[src/rtl/pipe_pkg.sv]
// Shared pipeline definitions: EX/MEM control bit layout, field widths,
// and the occupancy encoding used by the elastic stage registers.
package pipe_pkg;

    localparam int CTRL_REGWRITE    = 0;
    localparam int CTRL_MEMREAD     = 1;
    localparam int CTRL_MEMWRITE    = 2;
    localparam int CTRL_MEMTOREG_LO = 3;

    localparam int ADDR_W = 32;
    localparam int REG_W  = 5;

    localparam int EXMEM_CTRL_W = CTRL_MEMTOREG_LO + 2;
    // ALUOut, RFReadData2, RegWriteAddr, rt, PC
    localparam int EXMEM_DATA_W = ADDR_W + ADDR_W + REG_W + REG_W + ADDR_W;

    typedef enum logic [1:0] {
        OCC_EMPTY = 2'd0,
        OCC_ONE   = 2'd1,
        OCC_FULL  = 2'd2
    } occ_e;

endpackage

[src/rtl/pipe_skid_reg.sv]
// Elastic pipeline-stage register with a main + skid slot; in_ready and
// out_valid come straight from flops so no ready path crosses the stage.
module pipe_skid_reg
    import pipe_pkg::*;
#(
    parameter int CTRL_W            = EXMEM_CTRL_W,
    parameter int DATA_W            = EXMEM_DATA_W,
    parameter bit FLUSH_CLEARS_DATA = 1'b0
) (
    input  logic              clk,
    input  logic              rst,
    input  logic              flush,
    input  logic              in_valid,
    output logic              in_ready,
    input  logic [CTRL_W-1:0] in_ctrl,
    input  logic [DATA_W-1:0] in_data,
    output logic              out_valid,
    input  logic              out_ready,
    output logic [CTRL_W-1:0] out_ctrl,
    output logic [DATA_W-1:0] out_data,
    output logic [1:0]        occupancy
);

    occ_e state_q, state_d;

    logic              ready_q;
    logic              valid_q;
    logic [CTRL_W-1:0] m_ctrl_q, s_ctrl_q;
    logic [DATA_W-1:0] m_data_q, s_data_q;

    logic in_fire, out_fire;
    logic load_m, m_from_s, load_s;

    assign in_fire  = in_valid & ready_q;
    assign out_fire = valid_q & out_ready;

    always_comb begin
        state_d  = state_q;
        load_m   = 1'b0;
        m_from_s = 1'b0;
        load_s   = 1'b0;
        if (flush) begin
            state_d = OCC_EMPTY;
        end else begin
            unique case (state_q)
                OCC_EMPTY: begin
                    if (in_fire) begin
                        load_m  = 1'b1;
                        state_d = OCC_ONE;
                    end
                end
                OCC_ONE: begin
                    if (in_fire && out_fire) begin
                        load_m = 1'b1;
                    end else if (in_fire) begin
                        load_s  = 1'b1;
                        state_d = OCC_FULL;
                    end else if (out_fire) begin
                        state_d = OCC_EMPTY;
                    end
                end
                OCC_FULL: begin
                    // ready_q is low here, so only the drain side can move
                    if (out_fire) begin
                        m_from_s = 1'b1;
                        state_d  = OCC_ONE;
                    end
                end
                default: state_d = OCC_EMPTY;
            endcase
        end
    end

    always_ff @(posedge clk or posedge rst) begin
        if (rst) begin
            state_q <= OCC_EMPTY;
            ready_q <= 1'b1;
            valid_q <= 1'b0;
        end else begin
            state_q <= state_d;
            ready_q <= (state_d != OCC_FULL);
            valid_q <= (state_d != OCC_EMPTY);
        end
    end

    always_ff @(posedge clk or posedge rst) begin
        if (rst) begin
            m_ctrl_q <= '0;
            m_data_q <= '0;
        end else if (flush) begin
            m_ctrl_q <= '0;
            if (FLUSH_CLEARS_DATA) m_data_q <= '0;
        end else if (load_m) begin
            m_ctrl_q <= in_ctrl;
            m_data_q <= in_data;
        end else if (m_from_s) begin
            m_ctrl_q <= s_ctrl_q;
            m_data_q <= s_data_q;
        end
    end

    always_ff @(posedge clk or posedge rst) begin
        if (rst) begin
            s_ctrl_q <= '0;
            s_data_q <= '0;
        end else if (flush) begin
            s_ctrl_q <= '0;
            if (FLUSH_CLEARS_DATA) s_data_q <= '0;
        end else if (load_s) begin
            s_ctrl_q <= in_ctrl;
            s_data_q <= in_data;
        end
    end

    assign in_ready  = ready_q;
    assign out_valid = valid_q;
    assign out_ctrl  = valid_q ? m_ctrl_q : '0;
    assign out_data  = m_data_q;
    assign occupancy = state_q;

endmodule

[config.mk]
export PLATFORM = sky130hd
export DESIGN_NAME = pipe_skid_reg
export DESIGN_NICKNAME = d
export VERILOG_FILES = /design/src/rtl/pipe_pkg.sv /design/src/rtl/pipe_skid_reg.sv
export SDC_FILE = /design/constraint.sdc
export NUM_CORES = 1
export LEC_CHECK = 0
export CAP_MARGIN = 20
export CORE_MARGIN = 8
export CORE_UTILIZATION = 49
export DETAILED_ROUTE_END_ITERATION = 7
export MAX_ROUTING_LAYER = met4
export PLACE_DENSITY = 0.8
export SLEW_MARGIN = 20
export SYNTH_ARGS = -nofsm -noshare
export SYNTH_HDL_FRONTEND = slang
export SYNTH_SLANG_ARGS = --single-unit
[constraint.sdc]
create_clock -name clk -period 7.6 [get_ports clk]
set_input_delay 0.76 -clock clk [delete_from_list [all_inputs] [get_ports clk]]
set_output_delay 0.76 -clock clk [all_outputs]
set_load 0.01 [all_outputs]
* Word level (Yosys, flattened, before mapping)
Index checks and enable logic that the tools add are counted.
** Storage, ports and cells
- Input port bits :: 116
- Word-level logic and storage cells :: 46
- Bits in registers :: 226
- Output and inout bits :: 115
** Cells by class
- Multiplexer cells :: 25
- Bitwise operators :: 3
- Eq/ne operators :: 3
- Reduce and logical (&&, ||, !) cells :: 8
** Operators by type and width (count)
- $mux W106 :: 2
- $mux W5 :: 6
- $mux W2 :: 6
- $mux W1 :: 9
- $pmux W2 S3 :: 1
- $reduce_bool A2 Y1 :: 3
- $reduce_and A2 Y1 :: 2
- $reduce_bool A3 Y1 :: 1
- $and A1 B1 Y1 :: 2
- $eq A2 B1 Y1 const B :: 1
- $eq A2 B2 Y1 const B :: 1
- $logic_not A2 Y1 :: 1
- $ne A2 B2 Y1 const B :: 1
- $pmux W1 S2 :: 1
- $logic_and A1 B1 Y1 :: 1
- $not A1 Y1 :: 1

* Longest topological paths before layout
Gate-level depths: netlist (run 1).
- Word-level depth :: 7
- Gate-level depth with buffers :: 6
- Depth with buffers taken out :: 3

* Least setup slack after synthesis (run 1)
No wires, ideal clock.
- Kind :: input -> register
- From :: in out_ready
- To :: reg s_data_q[0]
- Path slack :: 5.595 ns
- Setup time :: 0.127 ns
- Path buffers :: 2
- Required time :: 7.473 ns
- Stages :: 5
- Arrival :: 1.878 ns
- Cell sequence :: and2_1 nor3_2 buf_6 buf_6 mux2_1
** On the way
- Longest elaborated chain between the ends :: 6
** Ends and longest elaborated chain
- start: declaration :: RTL line pipe_skid_reg.sv:18 : input logic out_ready,
- $and A1 B1 Y1 :: RTL line pipe_skid_reg.sv:35 : assign out_fire = valid_q & out_ready;
- $logic_and A1 B1 Y1 :: RTL line pipe_skid_reg.sv:53 : if (in_fire && out_fire) begin
- $mux W1 :: RTL line pipe_skid_reg.sv:53
- $mux W1 :: RTL line pipe_skid_reg.sv:45 : unique case (state_q)
- $mux W1 :: RTL line pipe_skid_reg.sv:42 : if (flush) begin
- $reduce_and A2 Y1 (no line)
- end signal: assignment :: RTL line pipe_skid_reg.sv:111 : s_data_q <= in_data;
- end: declaration :: RTL line pipe_skid_reg.sv:29 : logic [DATA_W-1:0] m_data_q, s_data_q;
Every way passes these cells.
A chain may end at the register's enable or synchronous reset.

* Final worst setup path (run 1)
- From :: in in_valid
- To :: reg s_data_q[61]
** On the way
- Longest elaborated chain between the ends :: 6
- Elaborated cells between the ends (all ways) :: 7
- Those cells by class :: 4 x mux; 1 x bitwise; 2 x reduce/logical
** Ends and longest elaborated chain
- start: declaration :: RTL line pipe_skid_reg.sv:13 : input logic in_valid,
- $and A1 B1 Y1 (*) :: RTL line pipe_skid_reg.sv:34 : assign in_fire = in_valid & ready_q;
- $mux W1 or $logic_and A1 B1 Y1 (tied branches) :: RTL line pipe_skid_reg.sv:55, pipe_skid_reg.sv:53
- $mux W1 (*) :: RTL line pipe_skid_reg.sv:53
- $mux W1 (*) :: RTL line pipe_skid_reg.sv:45
- $mux W1 (*) :: RTL line pipe_skid_reg.sv:42
- $reduce_and A2 Y1 (no line) (*)
Every way passes the cells marked *; elsewhere a longest branch is shown, timed or not.

==> results.ini, run 1 <==
[status]
status=finished clean

[clocking]
cts_tree=done
ctsResizeCount=0
clock_latency_ns=0.50
cts_buffers=24
clockBufferDepth=3
cts.sinks=226
cts_setup_buffers=0
cts.htree.levels=1
postCtsHoldBufs=0
cts.reportedPaths.clkPinSlew_ns=0.06
cts-root-buf=clkbuf_16

[routing]
num_vias=6648
wl_um=24100
postRouteAntennaNets=0
dr.pass1.iters=5
wl_per_cell_um=21.4
first_iter_violations=410
vias_per_cell=5.90
remaining_drc_errors=0

[yosys]
synth-seq-cells=226
synth_seq_area_share=0.610
synth_nets=783
async_reset_ff_frac=1.00
ys_types=30
yosys_most_used_dff=dfrtp_1
avgSynthCellArea_um2=13.9
synth_edf_count=0
ys.warnings.count=0
synthCells=667
synth_area_um2=9270

[cells_and_area]
fillers=1350
area_growth_pct=34.6
post-route-util=0.669
drive_above_1_share=0.138
multiInputGateArea_um2=3330
nNetsFinal=989
stdcell_area_um2=12500
regArea_um2=5660

[floorplanning]
core_area_um2=18600
rows=50
die_h_um=154
io_pins=231
initial_utilization=0.497
die_x_um=154
die_area_um2=23600

[pwr]
powerDensity_nw_per_um2=304
p_switching_w=0.000979
p_clk_frac=0.309
share_seq_of_total_power=0.462
irDropWorstVdd_mv=0.202
p_int_w=0.00281
leakagePower_nw=5.67
swShare=0.258
pwr-share-comb=0.229

[setup_path]
cp_slowest_cell=buf_4
crit_chain=clkdlybuf4s50_1 > nand4b_1 > nor3_4 > buf_4 > buf_4 > mux2_2
crit_required_ns=7.99
crit_path_frequent_cell=buf_4
startpoint_type=primary input
arrival_ns=3.57
critPathMaxFanout=60
end_kind=flop
slowest_delay_ns=0.74
path_class=in -> reg

[grt]
grt-ovfl-total=0
grt_max_degree=152
grtUsageTotal=0.205
first_global_vias=7025
grt_pass1_wl_um=39100
antenna_found_initial=1

[hold_path]
hp-class=reg -> reg

[placed_design]
hpwl_um=15200
place.gp.congestion=0.781
dp_slack_ns=3.91
post_dp_cell_area_um2=11700
io_buffers=230

[timing]
drv_slew=0
whs_ns=0.477
tns_ns=0
period_share=0.420
clock-skew-final_ns=0.00760
rsz0062_at_grt=no
hold_viol=0
fmax_mhz=314
setup_ws_ns=4.41
tightest_slew_ns=1.09
slew_headroom=0.271
period_needed_ns=3.19
setup_violations=0

[job]
maxCapViolCount=0

-- worst paths after layout --
path / start / cells past startpoint / slack [ns] / end
min in group asynchronous: rst / 2 / 0.79 / out_data[39]$_DFFE_PP0P_
worst max-delay path: in_valid / 6 / 4.41 / s_data_q[61]$_DFFE_PP0P_
max in group asynchronous: rst / 3 / 5.36 / out_data[48]$_DFFE_PP0P_
worst min-delay path: s_data_q[97]$_DFFE_PP0P_ / 1 / 0.48 / s_data_q[97]$_DFFE_PP0P_
worst max register to register: occupancy[1]$_DFF_PP0_ / 5 / 4.65 / s_data_q[61]$_DFFE_PP0P_
worst min register to register: s_data_q[97]$_DFFE_PP0P_ / 1 / 0.48 / s_data_q[97]$_DFFE_PP0P_
-- flip-flops by register name (all words and copies together) (netlist names) --
signal     count
in_ready       1
occupancy      2
out_valid      1
out_data     106
m_ctrl_q       5
s_data_q     106
s_ctrl_q       5
-- Yosys cell counts (2+ instances only) --
cell type  instances  area share
a21oi_1            8      0.0043
nor3_1             5      0.0027
and3_1           107       0.072
nand4b_1           2      0.0019
nand3_1            6      0.0032
inv_1              2     0.00081
nand2_1           11      0.0045
mux2_2            66       0.080
and2_1             6      0.0041
mux2_1            40       0.049
buf_4              4      0.0032
buf_2             19       0.010
and4b_1            2      0.0022
buf_6              5      0.0061
o21ai_0            6      0.0032
clkbuf_1          31       0.013
a311oi_1           5      0.0047
dfrtp_1          225        0.61
a221o_1          106        0.11
-- critical path, delay by kind of cell --
kind,cells,cell delay [ns]
muxes,1,0.42
and+or+nand+nor,2,0.47
buffers and inverters,3,1.82
-- stage by stage --
stage / std cells / total power [W]
6_report: 1126 / 0.00379
3_3_place_gp: 1081 / 0.00260
4_1_cts: 1125 / 0.00383
5_1_grt: 1126 / 0.00397
2_1_floorplan: 667 / 0.00216
3_5_place_dp: 1081 / 0.00264
-- cells by family after synthesis --
group,after synthesis,share of synthesized area
muxes,106,0.129
buffers and inverters,62,0.0333
AOI/OAI and AO/OA,129,0.132
DFF,226,0.610
and+or+nand+nor,144,0.0952
-- area by class of cell --
class | count | area share
flip-flops and latches | 226 | 0.453
inverters | 3 | 0.00201
clock inverters | 10 | 0.00822
clock buffers | 34 | 0.0561
multi-input cells | 379 | 0.267
repair buffers | 239 | 0.190
well taps | 234 | 0.0235
diodes | 1 | 0.000201
-- cells in the final DEF, fill, tap and decap left out, drive strengths merged, types with 6 or more instances in the layout --
master           n
a21oi            8
a221o          106
and2             6
and3           107
buf              9
clkbuf          34
clkdlybuf4s50  230
clkinv           9
dfrtp          225
mux2           106
nand2           11
nand3            6
nor3             6
o21ai            6
-- metal layers --
layer  GRT usage  vias to the layer above  routed length, um
met4      0.0551                        0                537
met3      0.0387                       33               1290
met1       0.263                     3398              10300
met2       0.331                      218              11900
met5           -                        -                  0
li1            -                     2999                  -
-- power groups by stage --
| stage | Clock [W] | Sequential, W | Combinational (W) |
|---|---|---|---|
| finish | 0.00117 | 0.00175 | 0.000869 |
| floorplan | 0 | 0.00178 | 0.000383 |
| detailed placement | 0 | 0.00176 | 0.000883 |
| CTS | 0.00120 | 0.00175 | 0.000884 |
| global placement | 0 | 0.00175 | 0.000852 |
| global route | 0.00125 | 0.00179 | 0.000932 |
Power figures use the tool's default switching activity.
==> inputs of run 2 (changes only) <==
clock period = 3.14 ns   (was 7.6 ns; I/O delays follow)
==> run 2 against run 1 <==
Against the previous run: die area unchanged; flip-flop and latch count unchanged; count of clock-buffer cells in the layout up 6; clock skew up 0.0072 ns; combinational power increased by 140%; first-iteration DRC count fell by 16%; highest routed layer unchanged; non-clock buffer count rose by 4; largest power group unchanged; worst hold slack got worse by 0.17 ns; critical path depth is 2 lower; worst setup slack worse by 3.5 ns.
==> results.ini, run 2 (same netlist as run 1, synthesis figures left out) <==
[floorplanning]
die_area_um2=23600  ; unchanged
initial_utilization=0.497  ; unchanged
io_pins=231  ; unchanged
die_h_um=154  ; unchanged
core_area_um2=18600  ; unchanged
rows=50  ; unchanged
die_x_um=154  ; unchanged

[grt]
grt_pass1_wl_um=38800  ; -0.76%
first_global_vias=7107  ; +1.2%
grt-ovfl-total=0  ; unchanged
use_met3=0.0398  ; +0.00112
top_usage_layer=met2
antenna_found_initial=1  ; unchanged
grtUsageTotal=0.205  ; +0.000274
use_met1=0.263  ; about the same
grt_max_degree=113  ; -26%
use_met2=0.328  ; -0.00233

[placed_design]
hpwl_um=15400  ; +1.4%
place.gp.congestion=0.767  ; -1.8%
dp_cells=1085  ; +0.37%
io_buffers=230  ; unchanged

[setup_path]
crit_required_ns=3.58  ; -4.41 ns
critPathBufInv=1  ; -2
cp_slowest_cell=a2bb2oi_4
crit_chain=a21boi_4 > a2bb2oi_4 > buf_4 > a221o_1
startpoint_type=flop
slowest_delay_ns=0.58  ; -0.16 ns
reg2reg_to=out_data[34]$_DFFE_PP0P_
path_class=reg -> reg
critPathMaxFanout=30  ; -50%
end_kind=flop
worstSetupEndpoint=out_data[34]$_DFFE_PP0P_
r2r_cells=4  ; -1
cp-startpoint=occupancy[0]$_DFF_PP0_
critPathTopFamily=compound AO/OA/AOI/OAI gates
reg2reg_from=occupancy[0]$_DFF_PP0_
arrival_ns=2.66  ; -0.91 ns
ff2ff_setup_slack_ns=0.91  ; -3.74 ns
cp.depth=4  ; -2

[timing]
clock-skew-final_ns=0.0148  ; +0.00722 ns
period_share=0.709
slew_headroom=0.540  ; +0.269
setup_violations=0  ; unchanged
rsz0062_at_grt=no
drv_slew=0  ; unchanged
period_needed_ns=2.23
tightest_slew_ns=0.687  ; -0.406 ns
whs_ns=0.304  ; -0.174 ns
fmax_mhz=449
hold_viol=0  ; unchanged

[clocking]
postCtsHoldBufs=0  ; unchanged
cts-root-buf=clkbuf_16
cts.htree.levels=1  ; unchanged
ctsResizeCount=0  ; unchanged
cts_buffers=25  ; +4.2%
clock_latency_ns=0.51  ; about the same
cts_setup_buffers=0  ; unchanged
cts.sinks=226  ; unchanged
cts_tree=done
clockBufferDepth=3  ; unchanged
cts.reportedPaths.clkPinSlew_ns=0.06  ; about the same

[cells_and_area]
drive_above_1_share=0.140  ; +0.00242
regArea_um2=5660  ; unchanged
stdcell_count=1132  ; +0.53%
area_growth_pct=36.1
final_cell_mix=clkdlybuf4s50_1 (230), dfrtp_1 (225), and3_1 (107)
final_common_cell=clkdlybuf4s50_1
fillers=1337  ; -0.96%
multiInputGateArea_um2=3330  ; unchanged
nNetsFinal=994  ; +0.51%
post-route-util=0.677  ; +0.00758

[routing]
postRouteAntennaNets=0  ; unchanged
remaining_drc_errors=0  ; unchanged
first_iter_violations=346  ; -16%
wl_um=24300  ; +0.82%
dr.pass1.iters=4  ; -1
wl_per_cell_um=21.4  ; +0.28%
vias_per_cell=5.92  ; +0.32%
num_vias=6705  ; +0.86%

[pwr]
irDropWorstVdd_mv=0.415  ; +110%
powerDensity_nw_per_um2=736  ; +140%
power_w=0.00929  ; +150%
leakagePower_nw=5.72  ; +0.96%

[hold_path]
hp-class=in -> async

[job]
maxCapViolCount=0  ; unchanged

[status]
status=finished clean

## run 2: cell types whose count changed in the layout (fill, tap and decap cells not counted), moves of 3 or more
cell      delta
clkbuf_8     +3
clkbuf_1     +3
clkinv_2     -5
buf_4        -3
buf_12       +7
## run 2: power breakdown
group | internal [W] | total, W | switching (W)
Sequential | 0.00378 | 0.00424 | 0.000456
Combinational | 0.00132 | 0.00212 | 0.000794
Clock | 0.00180 | 0.00294 | 0.00114
Total | 0.00690 | 0.00929 | 0.00239
## run 2: worst min path at each step
stage | start | endpoint | slack (ns) | cells past startpoint
after floorplan | flush | m_ctrl_q[4]$_DFFE_PP0P_ | 0.38 | 1
after CTS | rst | out_data[96]$_DFFE_PP0P_ | 0.32 | 3
after detailed placement | s_data_q[94]$_DFFE_PP0P_ | s_data_q[94]$_DFFE_PP0P_ | 0.47 | 1
after global placement | s_data_q[104]$_DFFE_PP0P_ | s_data_q[104]$_DFFE_PP0P_ | 0.46 | 1
final | rst | out_data[96]$_DFFE_PP0P_ | 0.30 | 3
after global routing | rst | out_data[96]$_DFFE_PP0P_ | 0.36 | 3
## run 2: metal layers
layer,wire [um],vias up
li1,-,2998
met1,10600,3439
met2,11700,233
met3,1410,35
met4,526,0
met5,0,-
## run 2: cell type report
type,count,area share
repair buffers,243,0.197
clock buffers,40,0.0596
flip-flops and latches,226,0.448
multi-input cells,379,0.264
well taps,234,0.0232
inverters,3,0.00119
diodes,1,0.000198
clock inverters,6,0.00664
## run 2: worst min-delay path, cell delays in order
cell,delay (ns)
clkdlybuf4s50_1,0.44
clkinvlp_4,0.16
buf_12,0.31
## run 2: stage by stage
| stage | TNS, ns | setup slack (ns) | cell area [um2] |
|---|---|---|---|
| finish | 0 | 0.914 | 12600 |
| global route | 0 | 0.790 | 12600 |
| CTS | 0 | 0.921 | 12600 |
| detailed placement | 0 | 0.476 | 11800 |
| global placement | 0 | 0.530 | 11800 |
| floorplan | -28.17 | -0.125 | 9270 |
==> inputs of run 3 (changes only) <==
CORE_UTILIZATION = 45   (was 49)
PLACE_DENSITY = 0.77   (was 0.8)
clock period = 1.8 ns   (was 3.14 ns; I/O delays follow)
==> run 3 against run 2 <==
Against the previous run: flip-flop and latch count unchanged; non-clock buffer count increased by 50; final cell count increased by 7.2%; total power increased by 79%; via count increased by 3.7%; critical endpoint is now s_data_q[46]$_DFFE_PP0P_; largest power group unchanged.
==> results.ini, run 3 (same netlist as run 1, synthesis figures left out) <==
[hold_path]
hp-class=in -> async

[routing]
wl_um=26200  ; +8.0%
dr_wl_met3_um=1770  ; +26%
vias_per_cell=5.73  ; -3.3%
wl_met2_um=12300  ; +5.4%
wl_met1_um=11700  ; +10%
first_iter_violations=475  ; +37%
dr.pass1.iters=5  ; +1
num_vias=6951  ; +3.7%
postRouteAntennaNets=0  ; unchanged
top_layer=met4
remaining_drc_errors=0  ; unchanged
wl_per_cell_um=21.6  ; +0.71%

[pwr]
p_clk_frac=0.295  ; -0.021
share_seq_of_total_power=0.450  ; -0.006
pwr-share-comb=0.255  ; +0.027
powerDensity_nw_per_um2=1240  ; +69%
leakagePower_nw=6.19  ; +8.1%
swShare=0.260  ; +0.00273
p_int_w=0.0123  ; +78%
p_switching_w=0.00432  ; +81%
irDropWorstVdd_mv=0.800  ; +93%

[timing]
fmax_mhz=558  ; +24%
slew_headroom=0.745  ; +0.205
rsz0062_at_grt=yes
period_needed_ns=1.79  ; -0.435 ns
hold_viol=0  ; unchanged
tns_ns=0  ; unchanged
setup_violations=0  ; unchanged
tightest_slew_ns=0.382  ; -0.305 ns
period_share=0.995  ; +0.286
clock-skew-final_ns=0.0149  ; +0.000117 ns
drv_slew=0  ; unchanged

[cells_and_area]
stdcell_count=1214  ; +7.2%
nNetsFinal=1043  ; +4.9%
final_common_cell=dfrtp_1
n_antenna_cell=0  ; -1
post-route-util=0.661  ; -0.0158
drive_above_1_share=0.232  ; +0.0915
area_growth_pct=44.3
final_cell_mix=dfrtp_1 (224), clkdlybuf4s50_1 (223), and3_1 (107)

[floorplanning]
core_area_um2=20200  ; +8.5%
initial_utilization=0.458  ; -0.0391
die_x_um=160  ; +3.9%
rows=52  ; +4.0%
die_h_um=160  ; +3.9%
die_area_um2=25400  ; +7.9%
io_pins=231  ; unchanged

[setup_path]
cp.depth=5  ; +1
cp_slowest_cell=dfstp_2
r2r_cells=5  ; +1
crit_chain=nand4b_1 > nor3_4 > buf_6 > buf_12 > mux2_2
critPathTopFamily=flip-flops
critPathBufInv=2  ; +1
end_kind=flop
startpoint_type=flop
path_class=reg -> reg
slowest_delay_ns=0.56  ; -0.02 ns
critPathMaxFanout=13  ; -57%
crit_required_ns=2.19  ; -1.39 ns
ff2ff_setup_slack_ns=0.009  ; -0.90 ns
arrival_ns=2.18  ; -0.48 ns

[clocking]
postCtsHoldBufs=0  ; unchanged
clockBufferDepth=3  ; unchanged
cts-root-buf=clkbuf_16
cts_tree=done
cts.sinks=226  ; unchanged
cts_buffers=24  ; -4.0%
clock_latency_ns=0.51  ; about the same
cts.htree.levels=1  ; unchanged
cts.reportedPaths.clkPinSlew_ns=0.06  ; about the same

[grt]
grt_max_degree=71  ; -37%
grtUsageTotal=0.202  ; -0.00363
grt_pass1_wl_um=41400  ; +6.8%
grt-ovfl-total=0  ; unchanged
first_global_vias=7357  ; +3.5%
antenna_found_initial=0  ; -1

[placed_design]
io_buffers=230  ; unchanged
hpwl_um=17500  ; +14%
dp_cells=1165  ; +7.4%
place.gp.congestion=0.866  ; +13%

[status]
status=finished clean

[job]
maxCapViolCount=0  ; unchanged

run 3: changes by cell type in the layout (fill, tap and decap cells not counted), moves of 12 or more:
| cell | change |
|---|---|
| mux2_4 | +54 |
| mux2_1 | -39 |
| buf_4 | +32 |
| mux2_2 | -15 |
| buf_12 | +12 |
run 3: power groups by stage:
stage	clock network, W	registers, W	logic, W
final	0.00491	0.00747	0.00423
after global routing	0.00524	0.00763	0.00452
after CTS	0.00502	0.00744	0.00419
after detailed placement	0	0.00747	0.00416
after global placement	0	0.00744	0.00404
after floorplan	0	0.00753	0.00189
run 3: final cells by class:
cell class	count	area (um2)
Fill cell	1446	6860
Sequential cell	226	5660
Multi-Input combinational cell	379	3530
Timing Repair Buffer	293	3040
Clock buffer	31	678
Tap cell	270	338
Clock inverter	12	110
Inverter	3	15.0
run 3: worst paths after layout:
path,from,to
hold / removal,rst,m_ctrl_q[0]$_DFFE_PP0P_
setup / recovery,in_ready$_DFF_PP1_,s_data_q[46]$_DFFE_PP0P_
min in group clk,in_ctrl[0],s_ctrl_q[0]$_DFFE_PP0P_
hold reg to reg,s_data_q[0]$_DFFE_PP0P_,s_data_q[0]$_DFFE_PP0P_
setup reg to reg,in_ready$_DFF_PP1_,s_data_q[46]$_DFFE_PP0P_
max in group asynchronous,rst,s_data_q[38]$_DFFE_PP0P_
run 3: per-layer routing:
metal,track usage,vias up
met5,-,-
met4,0.0352,0
met3,0.0491,24
met2,0.310,253
met1,0.270,3570
li1,-,3104
run 3: worst reg2reg max path, delay by kind of cell, from the launching register on:
family / cells / cell delay (ns)
muxes: 1 / 0.35
and+or+nand+nor: 2 / 0.39
DFF: 1 / 0.56
buffers and inverters: 2 / 0.39
run 3: stage by stage:
| stage | worst slack [ns] | hold slack, ns | power, W | cell area [um2] |
|---|---|---|---|---|
| finish | 0.00923 | 0.0151 | 0.0166 | 13400 |
| global route | -0.0338 | 0.0254 | 0.0174 | 13400 |
| CTS | -0.00311 | 0.000492 | 0.0167 | 13300 |
| detailed placement | -0.193 | 0.477 | 0.0116 | 12400 |
| global placement | -0.155 | 0.464 | 0.0115 | 12400 |
| floorplan | -1.33 | 0.246 | 0.00942 | 9440 |
run 3: what timing repair did:
| item | CTS | global route |
|---|---|---|
| endpoints found under the setup margin | 26 | 85 |
| gates resized for setup | 8 | 21 |
| setup buffers | 3 | 2 |
| pin swaps | 1 | 0 |
| gates cloned | 0 | 1 |
